File: src/rtl/fetch_ctrl_pkg.sv
// Shared constants for the fetch controller: default sizing, PC step and FSM state codes.
package fetch_ctrl_pkg;

  localparam int unsigned XLEN_DEF     = 32;
  localparam logic [31:0] RESET_PC_DEF = 32'h8000_0000;
  localparam int unsigned PC_STEP      = 4;
  localparam int unsigned CNT_W        = 32;

  localparam int unsigned ST_W = 2;
  localparam logic [ST_W-1:0] ST_REQ  = 2'd0;
  localparam logic [ST_W-1:0] ST_WAIT = 2'd1;
  localparam logic [ST_W-1:0] ST_HOLD = 2'd2;

endpackage

File: src/rtl/fetch_ctrl_if.sv
// Fetch controller bundle: imem request/response, execute redirect and IFU handoff.
interface fetch_ctrl_if #(
  parameter int unsigned XLEN = fetch_ctrl_pkg::XLEN_DEF
);

  logic            imem_req_valid;
  logic            imem_req_ready;
  logic [XLEN-1:0] imem_req_addr;
  logic            imem_rsp_valid;
  logic [XLEN-1:0] imem_rsp_data;
  logic            imem_rsp_err;
  logic            redirect_valid;
  logic [XLEN-1:0] redirect_pc;
  logic [XLEN-1:0] pc;
  logic [XLEN-1:0] mem_data;
  logic            out_valid;
  logic            out_ready;
  logic            fetch_fault;
  logic [31:0]     fetch_cnt;

  modport master (
    output imem_req_valid, imem_req_addr, pc, mem_data, out_valid, fetch_fault, fetch_cnt,
    input  imem_req_ready, imem_rsp_valid, imem_rsp_data, imem_rsp_err,
           redirect_valid, redirect_pc, out_ready
  );

  modport slave (
    input  imem_req_valid, imem_req_addr, pc, mem_data, out_valid, fetch_fault, fetch_cnt,
    output imem_req_ready, imem_rsp_valid, imem_rsp_data, imem_rsp_err,
           redirect_valid, redirect_pc, out_ready
  );

endinterface

File: src/rtl/fetch_ctrl.sv
// Fetch controller: owns the PC, issues one imem read at a time and hands the word to the IFU.
// Redirects from execute discard any in-flight or held fetch.
module fetch_ctrl
  import fetch_ctrl_pkg::*;
#(
  parameter int unsigned     XLEN     = XLEN_DEF,
  parameter logic [XLEN-1:0] RESET_PC = XLEN'(RESET_PC_DEF)
) (
  input  logic          clk,
  input  logic          rst,
  fetch_ctrl_if.master  bus
);

  localparam logic [XLEN-1:0] STEP       = XLEN'(PC_STEP);
  localparam logic [XLEN-1:0] ALIGN_MASK = ~XLEN'(3);

  logic [ST_W-1:0]  state_q, state_d;
  logic [XLEN-1:0]  pc_q, pc_d;
  logic [XLEN-1:0]  data_q, data_d;
  logic             fault_q, fault_d;
  logic             drop_q, drop_d;
  logic [CNT_W-1:0] cnt_q, cnt_d;

  // State and handoff registers
  always_ff @(posedge clk or posedge rst) begin
    if (rst) begin
      state_q <= ST_REQ;
      pc_q    <= RESET_PC;
      data_q  <= '0;
      fault_q <= 1'b0;
      drop_q  <= 1'b0;
      cnt_q   <= '0;
    end else begin
      state_q <= state_d;
      pc_q    <= pc_d;
      data_q  <= data_d;
      fault_q <= fault_d;
      drop_q  <= drop_d;
      cnt_q   <= cnt_d;
    end
  end

  // Next-state: normal progression first, redirect overrides it last
  always_comb begin
    state_d = state_q;
    pc_d    = pc_q;
    data_d  = data_q;
    fault_d = fault_q;
    drop_d  = drop_q;
    cnt_d   = cnt_q;

    case (state_q)
      ST_REQ: begin
        if (bus.imem_req_ready) state_d = ST_WAIT;
      end
      ST_WAIT: begin
        if (bus.imem_rsp_valid) begin
          if (drop_q) begin
            drop_d  = 1'b0;
            state_d = ST_REQ;
          end else begin
            data_d  = bus.imem_rsp_data;
            fault_d = bus.imem_rsp_err;
            state_d = ST_HOLD;
          end
        end
      end
      ST_HOLD: begin
        if (bus.out_ready) begin
          pc_d    = pc_q + STEP;
          cnt_d   = cnt_q + CNT_W'(1);
          state_d = ST_REQ;
        end
      end
      default: state_d = ST_REQ;
    endcase

    if (bus.redirect_valid) begin
      pc_d  = bus.redirect_pc & ALIGN_MASK;
      cnt_d = cnt_q;
      case (state_q)
        ST_REQ: begin
          // an accepted request is already in flight and must be dropped on return
          if (bus.imem_req_ready) begin
            state_d = ST_WAIT;
            drop_d  = 1'b1;
          end
        end
        ST_WAIT: begin
          if (bus.imem_rsp_valid) begin
            state_d = ST_REQ;
            drop_d  = 1'b0;
          end else begin
            drop_d  = 1'b1;
          end
        end
        default: state_d = ST_REQ;
      endcase
    end
  end

  // Request valid is forced low while reset is asserted
  assign bus.imem_req_valid = (state_q == ST_REQ) && !rst;
  assign bus.imem_req_addr  = pc_q;
  assign bus.out_valid      = (state_q == ST_HOLD);
  assign bus.pc             = pc_q;
  assign bus.mem_data       = data_q;
  assign bus.fetch_fault    = (state_q == ST_HOLD) && fault_q;
  assign bus.fetch_cnt      = cnt_q;

endmodule

File: src/flat_wrapper.sv
// flat-port wrapper written by rule: the top's interface ports become plain ports
module fetch_ctrl_flat import fetch_ctrl_pkg::*;
#(
  parameter int unsigned     XLEN     = XLEN_DEF,
  parameter logic [XLEN-1:0] RESET_PC = XLEN'(RESET_PC_DEF)
)
  (clk, rst, bus_imem_req_valid, bus_imem_req_addr, bus_pc, bus_mem_data, bus_out_valid, bus_fetch_fault, bus_fetch_cnt, bus_imem_req_ready, bus_imem_rsp_valid, bus_imem_rsp_data, bus_imem_rsp_err, bus_redirect_valid, bus_redirect_pc, bus_out_ready);
  fetch_ctrl_if #(.XLEN(XLEN)) bus_i ();
  input  logic clk;
  input  logic rst;
  output wire logic [$bits(bus_i.imem_req_valid)-1:0] bus_imem_req_valid;
  output wire logic [$bits(bus_i.imem_req_addr)-1:0] bus_imem_req_addr;
  output wire logic [$bits(bus_i.pc)-1:0] bus_pc;
  output wire logic [$bits(bus_i.mem_data)-1:0] bus_mem_data;
  output wire logic [$bits(bus_i.out_valid)-1:0] bus_out_valid;
  output wire logic [$bits(bus_i.fetch_fault)-1:0] bus_fetch_fault;
  output wire logic [$bits(bus_i.fetch_cnt)-1:0] bus_fetch_cnt;
  input wire logic [$bits(bus_i.imem_req_ready)-1:0] bus_imem_req_ready;
  input wire logic [$bits(bus_i.imem_rsp_valid)-1:0] bus_imem_rsp_valid;
  input wire logic [$bits(bus_i.imem_rsp_data)-1:0] bus_imem_rsp_data;
  input wire logic [$bits(bus_i.imem_rsp_err)-1:0] bus_imem_rsp_err;
  input wire logic [$bits(bus_i.redirect_valid)-1:0] bus_redirect_valid;
  input wire logic [$bits(bus_i.redirect_pc)-1:0] bus_redirect_pc;
  input wire logic [$bits(bus_i.out_ready)-1:0] bus_out_ready;
  assign bus_imem_req_valid = bus_i.imem_req_valid;
  assign bus_imem_req_addr = bus_i.imem_req_addr;
  assign bus_pc = bus_i.pc;
  assign bus_mem_data = bus_i.mem_data;
  assign bus_out_valid = bus_i.out_valid;
  assign bus_fetch_fault = bus_i.fetch_fault;
  assign bus_fetch_cnt = bus_i.fetch_cnt;
  assign bus_i.imem_req_ready = bus_imem_req_ready;
  assign bus_i.imem_rsp_valid = bus_imem_rsp_valid;
  assign bus_i.imem_rsp_data = bus_imem_rsp_data;
  assign bus_i.imem_rsp_err = bus_imem_rsp_err;
  assign bus_i.redirect_valid = bus_redirect_valid;
  assign bus_i.redirect_pc = bus_redirect_pc;
  assign bus_i.out_ready = bus_out_ready;
  fetch_ctrl #(.XLEN(XLEN), .RESET_PC(RESET_PC)) u_core (.clk(clk), .rst(rst), .bus(bus_i));
endmodule
File: config.mk
export PLATFORM = sky130hd
export DESIGN_NAME = fetch_ctrl_flat
export DESIGN_NICKNAME = d
export VERILOG_FILES = /design/src/rtl/fetch_ctrl_pkg.sv /design/src/rtl/fetch_ctrl_if.sv /design/src/rtl/fetch_ctrl.sv /design/src/flat_wrapper.sv
export SDC_FILE = /design/constraint.sdc
export NUM_CORES = 1
export LEC_CHECK = 0
export BUFFER_PORTS_ARGS = -buffer_cell sky130_fd_sc_hd__buf_2
export CAP_MARGIN = 30
export CORE_UTILIZATION = 35
export CTS_CLUSTER_SIZE = 16
export DETAILED_ROUTE_END_ITERATION = 8
export SYNTH_ARGS = -nofsm -noshare
export SYNTH_HDL_FRONTEND = slang
export SYNTH_SLANG_ARGS = --single-unit
File: constraint.sdc
create_clock -name clk -period 7.9 [get_ports clk]
set_input_delay 0.79 -clock clk [delete_from_list [all_inputs] [get_ports clk]]
set_output_delay 0.79 -clock clk [all_outputs]
set_load 0.03 [all_outputs]
==> results_dict.tcl, run 1 <==
set metrics [dict create \
    run_status "completed" \
    cp_num_cells 6 \
    netlist_instances 439 \
    initial_utilization_pct 36.1 \
    critical_path_peak_fanout 6 \
    reg2reg_from "u_core.bus.imem_req_addr[2]" \
    async_flop_share_pct 100 \
    gpl.final_weighted_congestion 0.806 \
    post-route-drc-count 0 \
    worstSetupEndpointType "register" \
    globalRouteOverflowTotal 0 \
    cts.hold.buffers_added 0 \
    grtUsageTotal_pct 16.1 \
    cell_type_with_the_highest_occurrence_count_on_the_critical_path "nand3_1" \
    critical_path_buf_inv_count 0 \
    unrepaired_setup_endpoints_after_global_routing "false" \
    critical_path.startpoint "u_core.bus.imem_req_addr[2]" \
    clk-insertion-delay-late_ns 0.35 \
    grt_pass1_wl_mm 18.1 \
    achievable-frequency_mhz 432 \
    placedInstanceArea_mm2 0.00571 \
    flip_flop_cell_with_the_highest_count_after_synthesis "dfrtp_1" \
    detail_route.iter0.violations 152 \
    design_power_total_w 0.00169 \
    floorplan.die.width_um 119 \
    grt_pass1_vias 3625 \
    multiInputGateArea_mm2 0.00202 \
    design.core.area_mm2 0.0133 \
    post_cts_resized 0 \
    powerDensity_mw_per_mm2 282 \
    hold_viol_final 0 \
    ff2ff_setup_slack_ns 5.58 \
    antenna_diode_instance_count 0 \
    drive_gt1_share_pct 42.8 \
    tritoncts "done" \
    timing.critical_path.from_type "register" \
    max_stage_delay_ns 0.54 \
    average_cell_area_after_synthesis_um2 10.9 \
    fp.dieH_um 119 \
    reg2regPathDepth 6 \
    grt_start_max_net_pins 65 \
    post_synth_edffs 0 \
    worst_case_clock_buffer_depth 2 \
    timing.max_slew.rel_slack_pct 47.5 \
    timing.clock.skew_ns 0.00837 \
    max_cap_viol_count 0 \
    die_area_mm2 0.0142 \
    port-buffer-count 195 \
    post-cts-setup-buffer-count 0 \
    antenna_violations_before_repair 0 \
    netlist_area_mm2 0.00480 \
    reg_to_reg_critical_path_endpoint "u_core.bus.imem_req_addr[30]" \
    hold_path.class "input port to async pin" \
    finalHoldWorstSlack_ns 0.455 \
    finalWirelength_mm 11.1 \
    setup_viol 0 \
    finalSetupTns_ns 0 \
    synth.ff_latch_count 98 \
    filler_cell_count 1287 \
    critical_path.top_delay_family "simple AND/OR/NAND/NOR gates" \
    yosysSeqAreaShare_pct 51.1 \
    critPathSlowestCell "or4_1" \
    worstSetupPathType "register to register" \
    viasPerCell 4.86 \
    utilization_pct 45.3 \
    io-pin-count 202 \
    h-tree-depth 3 \
    final_max_slew_viol_count 0 \
    worst_ep_required_time_ns 8.19 \
    crit_arrival_ns 2.60 \
    floorplan.rows 42 \
    regArea_mm2 0.00245 \
    total_leakage_power_nw 3.01 \
    clock_sink_count 98 \
    crit_chain "ha_1, nand3_1, nor3_2, nand4_1, or4_1, nand3_1" \
    worstMarginPinSlew_ns 0.787 \
    detail_route.wl_per_cell_um 14.2 \
    yosysWarningCount 0 \
    synth.distinct_cells 43 \
    post_route_standard_cell_area_excluding_fillers_mm2 0.00602 \
    dp.final_hpwl_mm 8.14 \
    numCtsBuffers 9 \
    ir_drop_mv 0.128 \
    finish.net_count 675 \
    cts.root.buffer_cell "clkbuf_16" \
    drt-pass1-iter-count 5 \
    areaGrowthSynthToFinish_pct 25.4 \
    min_period_over_period_pct 29.3 \
    vias 3806 \
    clk_pin_slew_worst_paths_ns 0.07 \
    layout_min_cycle_time_ns 2.32 \
    setup.worst_path.end "u_core.bus.imem_req_addr[30]" \
    antenna_left 0 \
]
## layer usage
layer | part of all wire (%) | track usage (%) | up-vias
met2 | 48 | 26.2 | 128
met1 | 44 | 20.5 | 1853
met5 | 0 | 0 | -
met4 | 2.0 | 7.04 | 0
li1 | - | - | 1808
met3 | 6.2 | 3.64 | 17
## layout by cell type (no fill, tap or decap), types with 2 or more instances in the layout
cell and count:
mux2_2 36, nor2_1 18, buf_2 195, conb_1 4, clkbuf_16 9, or4_1 2, buf_4 3, nand2_1 49
nand3_1 14, and3_1 10, o21ai_0 25, dfrtp_1 97, nor3_1 9, a22oi_1 2, inv_1 4, and2_1 9
ha_1 2, xor2_1 33, inv_6 4, nand2b_1 3, and4_1 9, xnor2_1 24, nand4_1 20
## power by group
part	switching, W	internal, W	total [W]
Combinational	0.000362	0.000188	0.000550
Clock	0.000208	0.000252	0.000460
Sequential	0.0000746	0.000610	0.000684
## flip-flops by register name, summed over array words and instances (netlist names)
name                      cells
u_core.fault_q                1
u_core.bus.fetch_cnt         32
u_core.drop_q                 1
u_core.bus.imem_req_addr     30
u_core.state_q                2
u_core.bus.mem_data          32
## through the flow
stage	setup WS, ns	cells
floorplan	4.55	442
global placement	5.22	767
detailed placement	5.23	767
CTS	5.58	783
global route	5.41	783
finish	5.58	783
## synth_stat cells, types with 3 or more instances
master	instances	area (µm²)
and4_1	9	78.8
and3_1	10	62.6
buf_2	5	25.0
clkbuf_1	8	30.0
o21ai_0	25	125
buf_4	36	270
nand2_1	49	184
nand3_1	14	70.1
dfrtp_1	97	2430
nor2_1	18	67.6
and2_1	9	56.3
nand2b_1	3	18.8
mux2_2	36	405
nand4_1	20	125
xor2_1	33	289
xnor2_1	24	210
inv_1	5	18.8
nor3_1	9	45.0
## worst reg2reg max path, stage by stage, from the launching register on
cell and delay [ns]:
dfrtp_1 0.48, ha_1 0.31, nand3_1 0.19, nor3_2 0.36
nand4_1 0.28, or4_1 0.54, nand3_1 0.09
## how the worst min path moves through the flow
stage	start	endpoint	slack, ns	cells past startpoint
global placement	u_core.bus.fetch_cnt[31]	u_core.bus.fetch_cnt[31]	0.46	1
CTS	rst	u_core.bus.mem_data[20]	0.48	2
finish	rst	u_core.bus.mem_data[20]	0.45	2
detailed placement	u_core.bus.fetch_cnt[31]	u_core.bus.fetch_cnt[31]	0.47	1
global route	u_core.bus.fetch_cnt[31]	u_core.bus.fetch_cnt[31]	0.49	1
floorplan	u_core.fault_q	u_core.fault_q	0.47	1
## cells by family (layout without fill, tap and decap cells)
logic type	Yosys count	count (layout)	synth area share, %
other	1	4	0.0782
XOR/XNOR	57	57	10.4
multiplexers	37	37	8.66
AND/OR/NAND/NOR	156	156	18.0
buffers and inverters	54	219	7.17
adder cells (fa/ha/maj)	2	2	0.521
flip-flops	98	98	51.1
AO/OA/AOI/OAI	34	34	4.02
## area by class of cell
class,count,area share [%]
Sequential cell,98,40.8
Multi-Input combinational cell,290,33.5
Timing Repair Buffer,198,16.6
Clock buffer,9,3.74
Tap cell,176,3.66
Clock inverter,7,1.35
Inverter,5,0.353
Power figures use the tool's default switching activity.
==> run 2, diff against run 1 <==
==> constraint.sdc (replaced) <==
create_clock -name clk -period 2 [get_ports clk]
set_input_delay 0.2 -clock clk [delete_from_list [all_inputs] [get_ports clk]]
set_output_delay 0.2 -clock clk [all_outputs]
set_load 0.03 [all_outputs]
==> results_dict.tcl, run 2 (synthesis gave the netlist of run 1 again) <==
set metrics [dict create \
    run_status "completed" \
    hold_viol_final 0 \
    post-route-drc-count 0 \
    cellInternalPower_w 0.00409 \
    port-buffer-count 195 \
    crit_chain "and4_1, and2_1, nand4_1, or4_1, nand3_1" \
    cts.root.buffer_cell "clkbuf_16" \
    final_common_cell "buf_2" \
    min_from "bus_redirect_pc[20]" \
    most-common-layout-cells "buf_2, dfrtp_1, nand2_1" \
    groute.layer.met2.usage_pct 27.8 \
    layout_min_cycle_time_ns 1.85 \
    power_frac_seq_pct 40.5 \
    clock_sink_count 98 \
    timing.clock.skew_ns 0.00781 \
    total_leakage_power_nw 3.10 \
    worstMarginPinSlew_ns 0.638 \
    detail_route.iter0.violations 130 \
    ir_drop_mv 0.535 \
    comb_power_share_pct 34.0 \
    grtUsageTotal_pct 16.6 \
    layer_with_the_highest_usage "met2" \
    max_cap_viol_count 0 \
    gpl.final_weighted_congestion 0.790 \
    powerDensity_mw_per_mm2 1070 \
    h-tree-depth 3 \
    numCtsBuffers 9 \
    timing.max_slew.rel_slack_pct 57.4 \
    io-pin-count 202 \
    fp.dieH_um 119 \
    worstSetupEndpointType "register" \
    antenna_violations_before_repair 0 \
    max_stage_delay_ns 0.52 \
    grt_pass1_vias 3750 \
    crit_arrival_ns 2.14 \
    worst_case_clock_buffer_depth 2 \
    finish.net_count 695 \
    floorplan.rows 42 \
    design.core.area_mm2 0.0133 \
    grt_pass1_wl_mm 18.7 \
    worst_ep_required_time_ns 2.28 \
    power_switching_share_pct 38.2 \
    min_period_over_period_pct 92.7 \
    critical_path.top_delay_family "simple AND/OR/NAND/NOR gates" \
    place_ws_ns 0.144 \
    dp.final_hpwl_mm 8.53 \
    initial_utilization_pct 36.1 \
    drive_gt1_share_pct 45.5 \
    drt-pass1-iter-count 4 \
    critical_path_buf_inv_count 0 \
    final_max_slew_viol_count 0 \
    detail_route.wl_per_cell_um 14.3 \
    switching_power_w 0.00253 \
    design_power_total_w 0.00662 \
    critical_path_peak_fanout 5 \
    reg2reg_from "u_core.bus.imem_req_addr[21]" \
    timing.critical_path.from_type "register" \
    gr-usage-met1_pct 20.9 \
    finalHoldWorstSlack_ns 0.0502 \
    achievable-frequency_mhz 540 \
    worstSetupPathType "register to register" \
    antenna_diode_instance_count 0 \
    grt_start_max_net_pins 61 \
    vias 3830 \
    floorplan.die.width_um 119 \
    tritoncts "done" \
    die_area_mm2 0.0142 \
    antenna_left 0 \
    setup_viol 0 \
    globalRouteOverflowTotal 0 \
    viasPerCell 4.77 \
    setup_slack_ns 0.147 \
    critical_path.startpoint "u_core.bus.imem_req_addr[21]" \
    finalSetupTns_ns 0 \
    post_cts_resized 0 \
    hold_path.class "input port to register" \
    grt.met3_usage_pct 5.03 \
    critPathSlowestCell "or4_1" \
    clk_pin_slew_worst_paths_ns 0.07 \
    clockPowerShare_pct 25.5 \
    areaGrowthSynthToFinish_pct 29.2 \
    finalWirelength_mm 11.4 \
    clk-insertion-delay-late_ns 0.35 \
]
run 2: worst register-to-register path: stages (launching register included):
cell	delay (ns)
dfrtp_1	0.41
and4_1	0.29
and2_1	0.26
nand4_1	0.22
or4_1	0.52
nand3_1	0.09
run 2: power by group through the flow:
| stage | clock network [W] | registers [W] | logic (W) |
|---|---|---|---|
| floorplan | 0 | 0.00353 | 0.000791 |
| global placement | 0 | 0.00270 | 0.00224 |
| detailed placement | 0 | 0.00273 | 0.00227 |
| CTS | 0.00174 | 0.00269 | 0.00227 |
| global route | 0.00183 | 0.00275 | 0.00238 |
| finish | 0.00168 | 0.00268 | 0.00225 |
run 2: through the flow:
step	instance area, µm²	instances	util [%]
final	6200	803	46.6
after global routing	6200	803	46.6
after CTS	6160	798	46.3
after detailed placement	5860	781	44.1
after global placement	5860	781	44.1
after floorplan	4820	442	-
run 2: area by class of cell:
class / instances / area (µm²)
Tap cell: 176 / 220
Multi-Input combinational cell: 290 / 2020
Clock buffer: 10 / 239
Fill cell: 1272 / 7100
Inverter: 5 / 22.5
Sequential cell: 98 / 2460
Timing Repair Buffer: 218 / 1190
Clock inverter: 6 / 48.8
run 2: layer usage:
layer	wire, µm	vias up	part of all wire [%]
met4	112	0	0.98
met5	0	-	0
met3	738	9	6.4
met1	4980	1860	44
li1	-	1843	-
met2	5610	118	49
run 2: repair_timing:
| action | 4_1_cts | 5_1_grt |
|---|---|---|
| endpoints found under the setup margin | 0 | 2 |
| buffers inserted | 0 | 5 |
| endpoints found under the hold margin | 26 | 0 |
| hold buffers | 1 | 0 |
run 2: final timing paths:
kind	to	slack (ns)	depth (start not counted)
setup / recovery	u_core.bus.imem_req_addr[30]	0.15	5
hold / removal	u_core.bus.imem_req_addr[20]	0.05	3
setup reg to reg	u_core.bus.imem_req_addr[30]	0.15	5
hold reg to reg	u_core.bus.fetch_cnt[31]	0.47	1
max in group asynchronous	u_core.bus.imem_req_addr[31]	0.85	4
min in group asynchronous	u_core.bus.mem_data[23]	0.51	3
==> run 3, diff against run 2 <==
--- a/config.mk
+++ b/config.mk
@@ -7,9 +7,13 @@
 export LEC_CHECK = 0
 export BUFFER_PORTS_ARGS = -buffer_cell sky130_fd_sc_hd__buf_2
 export CAP_MARGIN = 30
-export CORE_UTILIZATION = 35
+export CELL_PAD_IN_SITES_DETAIL_PLACEMENT = 1
+export CELL_PAD_IN_SITES_GLOBAL_PLACEMENT = 1
+export CORE_UTILIZATION = 33
 export CTS_CLUSTER_SIZE = 16
 export DETAILED_ROUTE_END_ITERATION = 8
+export GPL_TIMING_DRIVEN = 1
+export PLACE_DENSITY_LB_ADDON = 0.1
 export SYNTH_ARGS = -nofsm -noshare
 export SYNTH_HDL_FRONTEND = slang
 export SYNTH_SLANG_ARGS = --single-unit
==> results_dict.tcl, run 3 (synthesis gave the netlist of run 1 again) <==
set metrics [dict create \
    run_status "completed" \
    hold_path.class "input port to register" \
    comb_power_share_pct 33.8 \
    powerDensity_mw_per_mm2 1090 \
    min_from "bus_redirect_pc[12]" \
    die_area_mm2 0.0150 \
    fp.dieH_um 123 \
    total_leakage_power_nw 3.07 \
    power_switching_share_pct 37.3 \
    finalSetupTns_ns 0 \
    most-common-layout-cells "buf_2, dfrtp_1, nand2_1" \
    detail_route.iter0.violations 63 \
    clock_sink_count 98 \
    floorplan.die.width_um 123 \
    hold_viol_final 0 \
    worst_case_clock_buffer_depth 2 \
    critical_path_peak_fanout 7 \
    max_cap_viol_count 0 \
    port-buffer-count 195 \
    crit_arrival_ns 2.10 \
    placedInstanceArea_mm2 0.00585 \
    timing.max_slew.rel_slack_pct 54.2 \
    gpl.final_weighted_congestion 0.756 \
    detail_route.wl_per_cell_um 15.7 \
    grt_pass1_wl_mm 20.0 \
    timing.hold.worst_endpoint "u_core.bus.imem_req_addr[12]" \
    antenna_left 0 \
    areaGrowthSynthToFinish_pct 28.2 \
    setup_viol 0 \
    reg2regPathDepth 5 \
    cts.root.buffer_cell "clkbuf_16" \
    drive_gt1_share_pct 44.4 \
    power_frac_seq_pct 40.3 \
    dp.final_hpwl_mm 9.60 \
    drt-pass1-iter-count 4 \
    unrepaired_setup_endpoints_after_global_routing "false" \
    worstSetupPathType "register to register" \
    post_route_standard_cell_area_excluding_fillers_mm2 0.00615 \
    filler_cell_count 1613 \
    timing.clock.skew_ns 0.00341 \
    finalWirelength_mm 12.6 \
    critPathSlowestCell "or4_1" \
    final_common_cell "buf_2" \
    timing.critical_path.from_type "register" \
    layout_min_cycle_time_ns 1.84 \
    worstSetupEndpointType "register" \
    post_cts_resized 0 \
    grtUsageTotal_pct 17.4 \
    max_stage_delay_ns 0.48 \
    grt_pass1_vias 3928 \
    ff2ff_setup_slack_ns 0.16 \
    crit_chain "nand3_1, nor4_4, nand3_2, or4_1, a31oi_1" \
    finish.net_count 688 \
    antenna_violations_before_repair 1 \
    post-cts-setup-buffer-count 0 \
    clk_pin_slew_worst_paths_ns 0.06 \
    post-route-drc-count 0 \
    final_max_slew_viol_count 0 \
    initial_utilization_pct 34.2 \
    antenna_diode_instance_count 0 \
    cellInternalPower_w 0.00419 \
    design.core.area_mm2 0.0140 \
    switching_power_w 0.00249 \
    clockPowerShare_pct 25.9 \
    tritoncts "done" \
    globalRouteOverflowTotal 0 \
    min_period_over_period_pct 92.0 \
    achievable-frequency_mhz 544 \
    clk-insertion-delay-late_ns 0.34 \
    ir_drop_mv 0.417 \
    grt_start_max_net_pins 61 \
    design_power_total_w 0.00668 \
    reg2reg_from "u_core.bus.imem_req_addr[10]" \
    viasPerCell 4.80 \
    holdPathStages 3 \
    h-tree-depth 3 \
    numCtsBuffers 9 \
    worst_ep_required_time_ns 2.27 \
    floorplan.rows 43 \
    io-pin-count 202 \
    reg_to_reg_critical_path_endpoint "u_core.bus.imem_req_addr[31]" \
    worstMarginPinSlew_ns 0.685 \
    vias 3839 \
    utilization_pct 43.8 \
]
[run 3: cell count changes in the layout (fill, tap and decap cells not counted), sizes merged]
cell	previous run	this run
clkbuf	10	12
inv	6	4
bufinv	0	1
clkinvlp	3	1
buf	217	210
[run 3: how the worst max path moves through the flow]
| stage | from | slack [ns] | endpoint | cells past startpoint |
|---|---|---|---|---|
| 2_1_floorplan | u_core.bus.imem_req_addr[12] | 0.0005 | u_core.bus.imem_req_addr[31] | 5 |
| 3_3_place_gp | u_core.bus.imem_req_addr[10] | 0.18 | u_core.bus.imem_req_addr[31] | 5 |
| 3_5_place_dp | u_core.bus.imem_req_addr[10] | 0.16 | u_core.bus.imem_req_addr[31] | 5 |
| 4_1_cts | u_core.bus.imem_req_addr[10] | 0.15 | u_core.bus.imem_req_addr[31] | 5 |
| 5_1_grt | u_core.bus.imem_req_addr[20] | 0.01 | u_core.bus.imem_req_addr[30] | 5 |
| 6_report | u_core.bus.imem_req_addr[10] | 0.16 | u_core.bus.imem_req_addr[31] | 5 |
[run 3: repair_timing]
action | 4_1_cts | 5_1_grt
hold endpoints to repair | 26 | 0
hold buffers | 1 | 0
setup endpoints to repair | 0 | 1
[run 3: area by class of cell]
type / instances / area, µm² / share of cell area, %
clock buffers: 12 / 246 / 4.01
multi-input cells: 290 / 2020 / 32.8
repair buffers: 211 / 1140 / 18.5
inverters: 5 / 22.5 / 0.366
clock inverters: 3 / 40.0 / 0.651
flip-flops and latches: 98 / 2460 / 40.0
well taps: 180 / 225 / 3.66
[run 3: per-stage QoR]
stage | hold WS (ns) | setup WS, ns | cells
after global routing | 0.0726 | 0.0106 | 799
after detailed placement | 0.359 | 0.160 | 783
after global placement | 0.355 | 0.179 | 783
after floorplan | 0.319 | 0.000460 | 442
final | 0.0702 | 0.160 | 799
after CTS | 0.0544 | 0.146 | 799
[run 3: worst max-delay path, delay by kind of cell (launching register included)]
kind / cells / cell delay [ns]
and+or+nand+nor: 4 / 1.18
DFF: 1 / 0.43
AOI/OAI and AO/OA: 1 / 0.17
[run 3: power by group through the flow]
stage | Clock [W] | Sequential [W] | Combinational, W
2_1_floorplan | 0 | 0.00353 | 0.000791
3_3_place_gp | 0 | 0.00270 | 0.00226
3_5_place_dp | 0 | 0.00273 | 0.00229
4_1_cts | 0.00179 | 0.00270 | 0.00229
5_1_grt | 0.00187 | 0.00276 | 0.00242
6_report | 0.00173 | 0.00269 | 0.00226
[run 3: metal layers]
metal / vias to the layer above / GRT usage [%] / routed length, µm
li1: 1826 / - / -
met1: 1865 / 21.6 / 5550
met2: 124 / 29.3 / 6040
met3: 22 / 3.35 / 674
met4: 2 / 7.55 / 301
met5: - / 0 / 13
